===== src/rtl/seg_display_driver.sv =====
// seg_display_driver
// Multi-digit, anode-multiplexed seven-segment driver. A captured binary value
// is converted to BCD with one shift-add-3 step per clock. The result is then
// committed atomically to the display registers, so a conversion in progress
// never disturbs the digits being shown.
// Optional build macro SEG_LEADING_ZERO_BLANK_EN: leading zeros are blanked and
// the minus sign sits just left of the most significant nonzero digit.
// When the macro is undefined, digits are zero-padded and the minus sign goes
// in the leftmost digit.
module seg_display_driver #(
   parameter int NUM_DIGITS   = 4,
   parameter int DATA_W       = 8,
   parameter int REFRESH_BITS = 18,
   parameter int SIGNED       = 1
) (
   input  logic                  clk,
   input  logic                  rst,
   input  logic [DATA_W-1:0]     num,
   input  logic                  load,
   output logic                  busy,
   output logic [NUM_DIGITS-1:0] Anode,
   output logic [6:0]            LED_out
);

   localparam int BCD_W = NUM_DIGITS * 4;
   localparam int CNT_W = $clog2(DATA_W + 1);
   localparam int IDX_W = (NUM_DIGITS > 1) ? $clog2(NUM_DIGITS) : 1;
   localparam logic [IDX_W-1:0] LAST_IDX  = IDX_W'(NUM_DIGITS - 1);
   localparam logic [CNT_W-1:0] LAST_STEP = CNT_W'(DATA_W - 1);

   typedef enum logic [1:0] {
      IDLE    = 2'd0,
      CONVERT = 2'd1,
      COMMIT  = 2'd2
   } state_t;

   // Double-dabble correction: every nibble of 5 or more gets 3 added before the shift
   function automatic logic [BCD_W-1:0] bcd_adjust(input logic [BCD_W-1:0] b);
      logic [BCD_W-1:0] r;
      r = b;
      for (int i = 0; i < NUM_DIGITS; i++) begin
         if (b[i*4 +: 4] >= 4'd5) begin
            r[i*4 +: 4] = b[i*4 +: 4] + 4'd3;
         end else begin
            r[i*4 +: 4] = b[i*4 +: 4];
         end
      end
      return r;
   endfunction

   // Active-low segment pattern {a,b,c,d,e,f,g} for a BCD digit
   function automatic logic [6:0] seg_code(input logic [3:0] d);
      logic [6:0] s;
      case (d)
         4'd0:    s = 7'b0000001;
         4'd1:    s = 7'b1001111;
         4'd2:    s = 7'b0010010;
         4'd3:    s = 7'b0000110;
         4'd4:    s = 7'b1001100;
         4'd5:    s = 7'b0100100;
         4'd6:    s = 7'b0100000;
         4'd7:    s = 7'b0001111;
         4'd8:    s = 7'b0000000;
         4'd9:    s = 7'b0000100;
         default: s = 7'b1111111;
      endcase
      return s;
   endfunction

   state_t                  state_r, state_s;
   logic [DATA_W-1:0]       mag_r, mag_s;
   logic [BCD_W-1:0]        bcd_r, bcd_s, adj_s;
   logic                    neg_pend_r, neg_pend_s;
   logic [CNT_W-1:0]        step_r, step_s;
   logic                    commit_s;
   logic [BCD_W-1:0]        disp_bcd_r;
   logic [NUM_DIGITS-1:0]   blank_r, blank_s;
   logic [NUM_DIGITS-1:0]   sign_r, sign_s;
   logic [REFRESH_BITS-1:0] refresh_r;
   logic [IDX_W-1:0]        idx_r, pos_s;
   logic [3:0]              nib_s;
   logic                    dig_blank_s, dig_sign_s;
   logic [NUM_DIGITS-1:0]   anode_s;
   logic [6:0]              seg_s;

   // Conversion FSM and datapath registers
   always_ff @(posedge clk) begin
      if (rst) begin
         state_r    <= IDLE;
         mag_r      <= '0;
         bcd_r      <= '0;
         neg_pend_r <= 1'b0;
         step_r     <= '0;
         busy       <= 1'b0;
      end else begin
         state_r    <= state_s;
         mag_r      <= mag_s;
         bcd_r      <= bcd_s;
         neg_pend_r <= neg_pend_s;
         step_r     <= step_s;
         busy       <= (state_s != IDLE);
      end
   end

   // Next-state logic: capture on load, DATA_W shift-add-3 steps, then a one-cycle commit
   always_comb begin
      state_s    = state_r;
      mag_s      = mag_r;
      bcd_s      = bcd_r;
      neg_pend_s = neg_pend_r;
      step_s     = step_r;
      commit_s   = 1'b0;
      adj_s      = bcd_adjust(bcd_r);
      case (state_r)
         IDLE: begin
            if (load) begin
               if ((SIGNED != 0) && num[DATA_W-1]) begin
                  // Unsigned DATA_W negation maps the most negative value to its magnitude
                  mag_s      = ~num + DATA_W'(1);
                  neg_pend_s = 1'b1;
               end else begin
                  mag_s      = num;
                  neg_pend_s = 1'b0;
               end
               bcd_s   = '0;
               step_s  = '0;
               state_s = CONVERT;
            end else begin
               state_s = IDLE;
            end
         end
         CONVERT: begin
            {bcd_s, mag_s} = {adj_s[BCD_W-2:0], mag_r, 1'b0};
            step_s         = step_r + CNT_W'(1);
            if (step_r == LAST_STEP) begin
               state_s = COMMIT;
            end else begin
               state_s = CONVERT;
            end
         end
         COMMIT: begin
            commit_s = 1'b1;
            state_s  = IDLE;
         end
         default: begin
            state_s = IDLE;
         end
      endcase
   end

`ifdef SEG_LEADING_ZERO_BLANK_EN
   // Blank leading zeros (ones digit always shown); minus goes just left of the top nonzero digit
   always_comb begin
      logic zero_above;
      blank_s    = '0;
      sign_s     = '0;
      zero_above = 1'b1;
      for (int i = NUM_DIGITS - 1; i >= 1; i--) begin
         if (zero_above && (bcd_r[i*4 +: 4] == 4'd0)) begin
            blank_s[i] = 1'b1;
         end else begin
            zero_above = 1'b0;
         end
      end
      for (int i = 1; i < NUM_DIGITS; i++) begin
         if (neg_pend_r && blank_s[i] && !blank_s[i-1]) begin
            sign_s[i] = 1'b1;
         end else begin
            sign_s[i] = 1'b0;
         end
      end
   end
`else
   // Zero-padded digits; minus replaces the leftmost digit
   always_comb begin
      blank_s               = '0;
      sign_s                = '0;
      sign_s[NUM_DIGITS-1]  = neg_pend_r;
   end
`endif

   // Display registers, loaded only at commit so the shown value changes atomically
   always_ff @(posedge clk) begin
      if (rst) begin
         disp_bcd_r <= '0;
         blank_r    <= '0;
         sign_r     <= '0;
      end else if (commit_s) begin
         disp_bcd_r <= bcd_r;
         blank_r    <= blank_s;
         sign_r     <= sign_s;
      end else begin
         disp_bcd_r <= disp_bcd_r;
         blank_r    <= blank_r;
         sign_r     <= sign_r;
      end
   end

   // Free-running refresh counter; the scan index advances on each wrap and wraps at the last digit
   always_ff @(posedge clk) begin
      if (rst) begin
         refresh_r <= '0;
         idx_r     <= '0;
      end else begin
         refresh_r <= refresh_r + REFRESH_BITS'(1);
         if (&refresh_r) begin
            if (idx_r == LAST_IDX) begin
               idx_r <= '0;
            end else begin
               idx_r <= idx_r + IDX_W'(1);
            end
         end else begin
            idx_r <= idx_r;
         end
      end
   end

   // Select the digit for the current scan index (index 0 = leftmost = top nibble)
   always_comb begin
      pos_s       = LAST_IDX - idx_r;
      nib_s       = 4'd0;
      dig_blank_s = 1'b0;
      dig_sign_s  = 1'b0;
      anode_s     = '1;
      for (int i = 0; i < NUM_DIGITS; i++) begin
         if (IDX_W'(i) == pos_s) begin
            nib_s       = disp_bcd_r[i*4 +: 4];
            dig_blank_s = blank_r[i];
            dig_sign_s  = sign_r[i];
            anode_s[i]  = 1'b0;
         end else begin
            anode_s[i]  = 1'b1;
         end
      end
      if (dig_sign_s) begin
         seg_s = 7'b1111110;
      end else if (dig_blank_s) begin
         seg_s = 7'b1111111;
      end else begin
         seg_s = seg_code(nib_s);
      end
   end

   // Registered anode and segment outputs, updated together
   always_ff @(posedge clk) begin
      if (rst) begin
         Anode   <= '1;
         LED_out <= 7'b1111111;
      end else begin
         Anode   <= anode_s;
         LED_out <= seg_s;
      end
   end

endmodule


===== config.mk =====
export PLATFORM = sky130hd
export DESIGN_NAME = seg_display_driver
export DESIGN_NICKNAME = d
export VERILOG_FILES = /design/src/rtl/seg_display_driver.sv
export SDC_FILE = /design/constraint.sdc
export NUM_CORES = 1
export LEC_CHECK = 0
export BUFFER_PORTS_ARGS = -buffer_cell sky130_fd_sc_hd__buf_2
export CORE_MARGIN = 4
export CORE_UTILIZATION = 54
export DETAILED_ROUTE_END_ITERATION = 6
export PLACE_DENSITY_LB_ADDON = 0.08
export SLEW_MARGIN = 10
export SYNTH_ARGS = -nofsm -noshare
export SYNTH_HDL_FRONTEND = slang
export SYNTH_SLANG_ARGS = --single-unit

===== constraint.sdc =====
create_clock -name clk -period 2.2 [get_ports clk]
set_input_delay 0.44 -clock clk [delete_from_list [all_inputs] [get_ports clk]]
set_output_delay 0.44 -clock clk [all_outputs]
set_load 0.01 [all_outputs]

==> results of run 1 <==
metal layers:
layer  vias to the layer above  global-route usage
met4                         0              0.0754
met5                         -                   0
met3                         9              0.0348
met1                      1392               0.209
met2                        33               0.289
li1                       1529                   -
registers in the layout, summed over array words and instances, names as in the netlist:
signal	cells
refresh_r	18
busy	1
bcd_r	16
disp_bcd_r	16
LED_out	7
neg_pend_r	1
step_r	4
mag_r	8
Anode	4
sign_r	1
idx_r	2
state_r	2
cell type report:
type,instances,area (um^2),area share
multi-input cells,312,2030,0.485
flip-flops and latches,80,1600,0.383
repair buffers,30,183,0.0437
clock buffers,9,124,0.0296
well taps,96,120,0.0287
inverters,18,67.6,0.0162
clock inverters,7,57.6,0.0138
critical path, cell delays in order (launching register included):
cell                       delay (ns)
sky130_fd_sc_hd__dfxtp_2         0.37
sky130_fd_sc_hd__inv_1           0.08
sky130_fd_sc_hd__ha_2            0.27
sky130_fd_sc_hd__buf_4           0.18
sky130_fd_sc_hd__a221oi_4        0.33
sky130_fd_sc_hd__inv_2           0.10
sky130_fd_sc_hd__ha_1            0.19
sky130_fd_sc_hd__mux2_4          0.26
sky130_fd_sc_hd__nor2_2          0.09
sky130_fd_sc_hd__o21ai_1         0.07
layout by cell type, fill, tap and decap left out, types with 3 or more instances in the layout:
cell type / count
sky130_fd_sc_hd__a211oi_1: 3
sky130_fd_sc_hd__dfxtp_1: 78
sky130_fd_sc_hd__nor3_1: 11
sky130_fd_sc_hd__ha_1: 19
sky130_fd_sc_hd__nand2_1: 54
sky130_fd_sc_hd__a21oi_1: 33
sky130_fd_sc_hd__buf_4: 7
sky130_fd_sc_hd__o21ai_0: 16
sky130_fd_sc_hd__a21o_1: 3
sky130_fd_sc_hd__mux2i_1: 5
sky130_fd_sc_hd__a222oi_1: 6
sky130_fd_sc_hd__nor3b_1: 4
sky130_fd_sc_hd__and3_1: 4
sky130_fd_sc_hd__clkinv_4: 3
sky130_fd_sc_hd__inv_1: 17
sky130_fd_sc_hd__buf_2: 22
sky130_fd_sc_hd__xnor2_1: 16
sky130_fd_sc_hd__nand2b_1: 11
sky130_fd_sc_hd__xor2_1: 10
sky130_fd_sc_hd__clkinvlp_4: 3
sky130_fd_sc_hd__clkbuf_8: 9
sky130_fd_sc_hd__a22oi_1: 9
sky130_fd_sc_hd__nand3b_1: 5
sky130_fd_sc_hd__nand3_1: 12
sky130_fd_sc_hd__a21boi_0: 3
sky130_fd_sc_hd__o211ai_1: 3
sky130_fd_sc_hd__a32oi_1: 3
sky130_fd_sc_hd__nor2_1: 43
sky130_fd_sc_hd__nand4_1: 3
sky130_fd_sc_hd__nor2b_1: 3
worst max path at each step:
| stage | start | slack, ns | end |
|---|---|---|---|
| floorplan | idx_r[0] | 0.1 | LED_out[3] |
| global placement | idx_r[0] | 0.05 | LED_out[6] |
| detailed placement | idx_r[0] | -0.05 | LED_out[6] |
| CTS | idx_r[0] | 0.04 | LED_out[6] |
| global route | idx_r[0] | 0.005 | LED_out[3] |
| finish | idx_r[0] | 0.13 | LED_out[6] |
where the power goes:
group / leakage (nW) / internal (W) / switching (W)
registers: 0.651 / 0.00147 / 0.0000161
logic: 0.800 / 0.0000576 / 0.0000917
clock network: 0.0820 / 0.000419 / 0.000553
timing repair:
item                       CTS  global route
setup endpoints to repair    2             5
hold buffers                 0             0
cloned                       0             0
gates resized for setup      2             6
cells by family (layout without fill, tap and decap cells):
kind of cell	after synthesis	after routing	share of synthesized area
flops	80	80	0.425
fa+ha+maj	21	21	0.0697
mux	6	6	0.0173
buf+inv	39	64	0.0435
simple gates	167	167	0.220
xor+xnor	26	26	0.0604
compound gates	92	92	0.165
through the flow:
stage                     hold WS [ns]  area (um^2)  utilization
after CTS                        0.358         4170        0.613
after detailed placement         0.450         3980        0.586
after floorplan                  0.431         3770            -
after global routing             0.406         4180        0.616
final                            0.362         4180        0.616
after global placement           0.449         3980        0.586
==> results_dict.tcl, run 1 <==
set metrics [dict create \
    layout-area-overhead-vs-synth_pct 10.9 \
    synth.avg_cell_area_um2 8.75 \
    timing_hold_violations_final 0 \
    synth_top_area_share 0.425 \
    floorplan.core_area_um2 6790 \
    first_pass_iters 4 \
    max-vdd-ir-drop_mv 0.457 \
    timing.rr.start "idx_r[0]" \
    row_cnt 30 \
    hold_path_depth 3 \
    rr_endpoint "LED_out[6]" \
    post-route-min-period_ns 2.07 \
    chipWidth_um 91.6 \
    mappedNetlistNets 463 \
    maxSlewHeadroom 0.580 \
    slew_at_the_pin_with_the_worst_max_slew_slack_ns 0.630 \
    synth_top_cells_by_area "sky130_fd_sc_hd__dfxtp_1, sky130_fd_sc_hd__ha_1, sky130_fd_sc_hd__nand2_1" \
    diodes 0 \
    reg2reg_slack_ns 0.13 \
    number_of_sinks_driven_by_the_clock_tree 80 \
    nFillCells 612 \
    leakage_nw 1.53 \
    number_of_flops_mapped_to_enable_cells_by_yosys 0 \
    synth.yosys.seq_area_share 0.425 \
    synthTopCellsByCount "sky130_fd_sc_hd__dfxtp_1, sky130_fd_sc_hd__nand2_1, sky130_fd_sc_hd__nor2_1" \
    routed_wirelength_um 6960 \
    power_w 0.00261 \
    cts.repair_timing.setup_buffer_count 0 \
    dr.max_layer_used "met4" \
    max-cap-violations 0 \
    number_of_input_and_output_port_buffers_inserted 22 \
    clk_pin_slew_ns 0.08 \
    synth_largest_area_cell "sky130_fd_sc_hd__dfxtp_1" \
    yosys.cell_count.top_type "sky130_fd_sc_hd__dfxtp_1" \
    via_count 2963 \
    critPathRequiredTime_ns 2.41 \
    synth-main-ff-cell "sky130_fd_sc_hd__dfxtp_1" \
    nNetsFinal 483 \
    route.layer.met1.wl_um 3310 \
    cts.root.buffer_cell "sky130_fd_sc_hd__clkbuf_8" \
    yosysUniqueCellTypes 54 \
    syn_inst 431 \
    rsz0062_at_grt "no" \
    number_of_design_rule_violations_left_by_the_first_detailed_router_iteration 88 \
    detail_route.drc_violations 0 \
    power.density_cell_area_nw_per_um2 624 \
    die_h_um 91.6 \
    startpoint_type "register" \
    floorplan.initialDensity 0.555 \
    worst-r2r-cell-count 9 \
    pre_cts_slack_ns -0.0456 \
    fmax_ghz 0.482 \
    cp-end-kind "register" \
    clk-insertion-delay-late_ns 0.35 \
    cts.path.max_buffers 2 \
    final_critical_path_setup_slack_ns 0.125 \
    tritoncts "built" \
    dp.cells 536 \
    worst_clock_skew_ns 0.00994 \
    die_area_um2 8380 \
    number_of_antenna_violations_at_the_first_check_in_global_routing 0 \
    numCtsBuffers 9 \
    grt_pass1_vias 2703 \
    wl_met3_um 207 \
    boundary_pin_count 23 \
    critical_path_arrival_ns 2.29 \
    critPathMaxFanout 9 \
    synth_async_sr_flop_share 0 \
    drive_gt1_frac 0.145 \
    post_layout_nonfiller_instances 552 \
    postSynthRegisterBits 80 \
    worstHoldPathType "in2reg" \
    whs_endpoint "mag_r[0]" \
    synth_warnings 0 \
    finalWeightedCongestion 0.809 \
    grt_first_pass_wirelength_um 11900 \
    via_density 5.37 \
    route.met2.wl_um 3350 \
    hpwl_um 4680 \
    ant_nets 0 \
    min_delay_src "num[0]" \
    timing.final.max_slew_violations 0 \
    syn-cell-area_um2 3770 \
    timing.final.crit_share 0.943 \
    status "finished clean" \
    groute.usage.overall 0.171 \
    timing.setup.tns_ns 0 \
    grt-ovfl-total 0 \
    critPathKind "reg2reg" \
    setup_viol_count_final 0 \
    htreeDepth 3 \
    grt_max_degree 52 \
    final_routed_wire_length_divided_by_cell_count_um 12.6 \
]
Note: power is estimated with default switching activity, not from simulation.
==> inputs of run 2 (changes only) <==
--- a/config.mk
+++ b/config.mk
@@ -9,7 +9,7 @@
 export CORE_MARGIN = 4
 export CORE_UTILIZATION = 54
 export DETAILED_ROUTE_END_ITERATION = 6
-export PLACE_DENSITY_LB_ADDON = 0.08
+export PLACE_DENSITY_LB_ADDON = 0.15
 export SLEW_MARGIN = 10
 export SYNTH_ARGS = -nofsm -noshare
 export SYNTH_HDL_FRONTEND = slang
==> run 2 against run 1 <==
Clock power up 36%. Power up 13%. Non-clock buffer count up 1. Hold slack better by 0.0041 ns. Sequential power about the same. Critical endpoint is now LED_out[5]. Highest routed layer unchanged.
==> results_dict.tcl, run 2 (synthesis gave the netlist of run 1 again) <==
set metrics [dict create \
    register_area_um2 1600 \
    number_of_antenna_violations_at_the_first_check_in_global_routing 0 \
    cts.path.max_buffers 2 \
    via_count 2953 \
    grt_max_degree 75 \
    grt-ovfl-total 0 \
    pwr-share-comb 0.051 \
    die_h_um 91.6 \
    status "finished clean" \
    cts.repair_timing.setup_buffer_count 0 \
    floorplan.core_area_um2 6790 \
    switching_share 0.216 \
    finalWeightedCongestion 0.836 \
    pre_cts_slack_ns -0.0521 \
    share_clk_of_total_power 0.446 \
    grt_first_pass_wirelength_um 12100 \
    timing.final.crit_share 0.958 \
    layout_commonest_cell "sky130_fd_sc_hd__dfxtp_1" \
    critPathKind "reg2reg" \
    power_switching_w 0.000640 \
    number_of_sinks_driven_by_the_clock_tree 80 \
    multi_input_comb_area_um2 2050 \
    reg_top3 "refresh_r: 18 flops, bcd_r: 16 flops, disp_bcd_r: 16 flops" \
    clk_pin_slew_ns 0.08 \
    layout.cells.most_common_list "sky130_fd_sc_hd__dfxtp_1, sky130_fd_sc_hd__nand2_1, sky130_fd_sc_hd__nor2_1" \
    critPathMaxFanout 8 \
    int_pwr_w 0.00232 \
    layout-area-overhead-vs-synth_pct 13.7 \
    slew_at_the_pin_with_the_worst_max_slew_slack_ns 0.636 \
    cp-end-kind "register" \
    critPathRequiredTime_ns 2.49 \
    largest_register_ffs 18 \
    htreeDepth 3 \
    post-route-min-period_ns 2.11 \
    tritoncts "built" \
    grt_pass1_vias 2781 \
    boundary_pin_count 23 \
    drive_gt1_frac 0.151 \
    fmax_ghz 0.474 \
    leakage_nw 1.58 \
    max-cap-violations 0 \
    timing.final.max_slew_violations 0 \
    routed_wirelength_um 7020 \
    worstHoldPathType "in2reg" \
    numCtsBuffers 9 \
    regMostFlops "refresh_r" \
    chipWidth_um 91.6 \
    startpoint_type "register" \
    final_critical_path_setup_slack_ns 0.0922 \
    power.density_cell_area_nw_per_um2 690 \
    power_w 0.00296 \
    hpwl_um 4600 \
    worst_clock_skew_ns 0.00677 \
    final_routed_wire_length_divided_by_cell_count_um 12.7 \
    seq_power_share 0.503 \
    max-vdd-ir-drop_mv 0.383 \
    detail_route.drc_violations 0 \
    clk-insertion-delay-late_ns 0.34 \
    via_density 5.34 \
    first_pass_iters 4 \
    critical_path_arrival_ns 2.40 \
    floorplan.initialDensity 0.555 \
    timing_hold_violations_final 0 \
    row_cnt 30 \
    number_of_design_rule_violations_left_by_the_first_detailed_router_iteration 117 \
    number_of_input_and_output_port_buffers_inserted 22 \
    nFillCells 566 \
    timing.setup.tns_ns 0 \
    groute.usage.overall 0.174 \
    die_area_um2 8380 \
    maxSlewHeadroom 0.576 \
    diodes 0 \
    nNetsFinal 484 \
    setup_viol_count_final 0 \
    ant_nets 0 \
    cts.root.buffer_cell "sky130_fd_sc_hd__clkbuf_8" \
]
[run 2: cell types whose count changed in the layout (fill, tap and decap cells not counted), moves of 2 or more]
cell | before | now
sky130_fd_sc_hd__clkinv_4 | 3 | 1
sky130_fd_sc_hd__ha_4 | 0 | 2
sky130_fd_sc_hd__clkinvlp_4 | 3 | 1
sky130_fd_sc_hd__bufinv_16 | 0 | 3
[run 2: critical path, stage by stage, from the launching register on]
cell and delay, ns:
sky130_fd_sc_hd__dfxtp_2 0.35, sky130_fd_sc_hd__inv_1 0.12, sky130_fd_sc_hd__ha_2 0.29, sky130_fd_sc_hd__nor3b_1 0.39, sky130_fd_sc_hd__a221oi_4 0.07, sky130_fd_sc_hd__buf_4 0.18
sky130_fd_sc_hd__ha_1 0.29, sky130_fd_sc_hd__o21ai_0 0.18, sky130_fd_sc_hd__o21ai_0 0.11, sky130_fd_sc_hd__nand2_1 0.08
[run 2: repair_timing]
| action | CTS | global route |
|---|---|---|
| endpoints found under the setup margin | 4 | 7 |
| gates resized for setup | 2 | 10 |
| pin swaps | 0 | 1 |
| hold buffers | 0 | 0 |
[run 2: metrics by stage]
stage               area (um^2)  cells   util  hold WS, ns
detailed placement         3990    537  0.587        0.452
floorplan                  3770    431      -        0.431
finish                     4290    553  0.631        0.367
CTS                        4250    553  0.625        0.355
global route               4290    553  0.631        0.373
global placement           3990    537  0.587        0.449
[run 2: cell type report]
type,count,area share
Timing Repair Buffer,31,0.0443
Inverter,18,0.0158
Tap cell,96,0.0280
Sequential cell,80,0.374
Clock inverter,6,0.0268
Multi-Input combinational cell,312,0.479
Clock buffer,10,0.0321
[run 2: worst paths after layout]
kind                      start       endpoint  slack (ns)  cells after the start
hold / removal           num[0]       mag_r[0]        0.37                      3
setup reg to reg       idx_r[1]     LED_out[5]        0.09                      9
hold reg to reg   disp_bcd_r[7]  disp_bcd_r[7]        0.46                      2
setup / recovery       idx_r[1]     LED_out[5]        0.09                      9
[run 2: layer usage]
metal | wire length (um) | track usage
met5 | 0 | 0
met3 | 193 | 0.0307
met1 | 3330 | 0.213
met2 | 3360 | 0.296
met4 | 139 | 0.0766
[run 2: power groups by stage]
stage	combinational (W)	clock (W)	sequential (W)
after detailed placement	0.000152	0	0.00152
after floorplan	0.0000962	0	0.00152
after CTS	0.000152	0.00136	0.00149
after global placement	0.000149	0	0.00152
final	0.000150	0.00132	0.00149
after global routing	0.000169	0.00141	0.00149
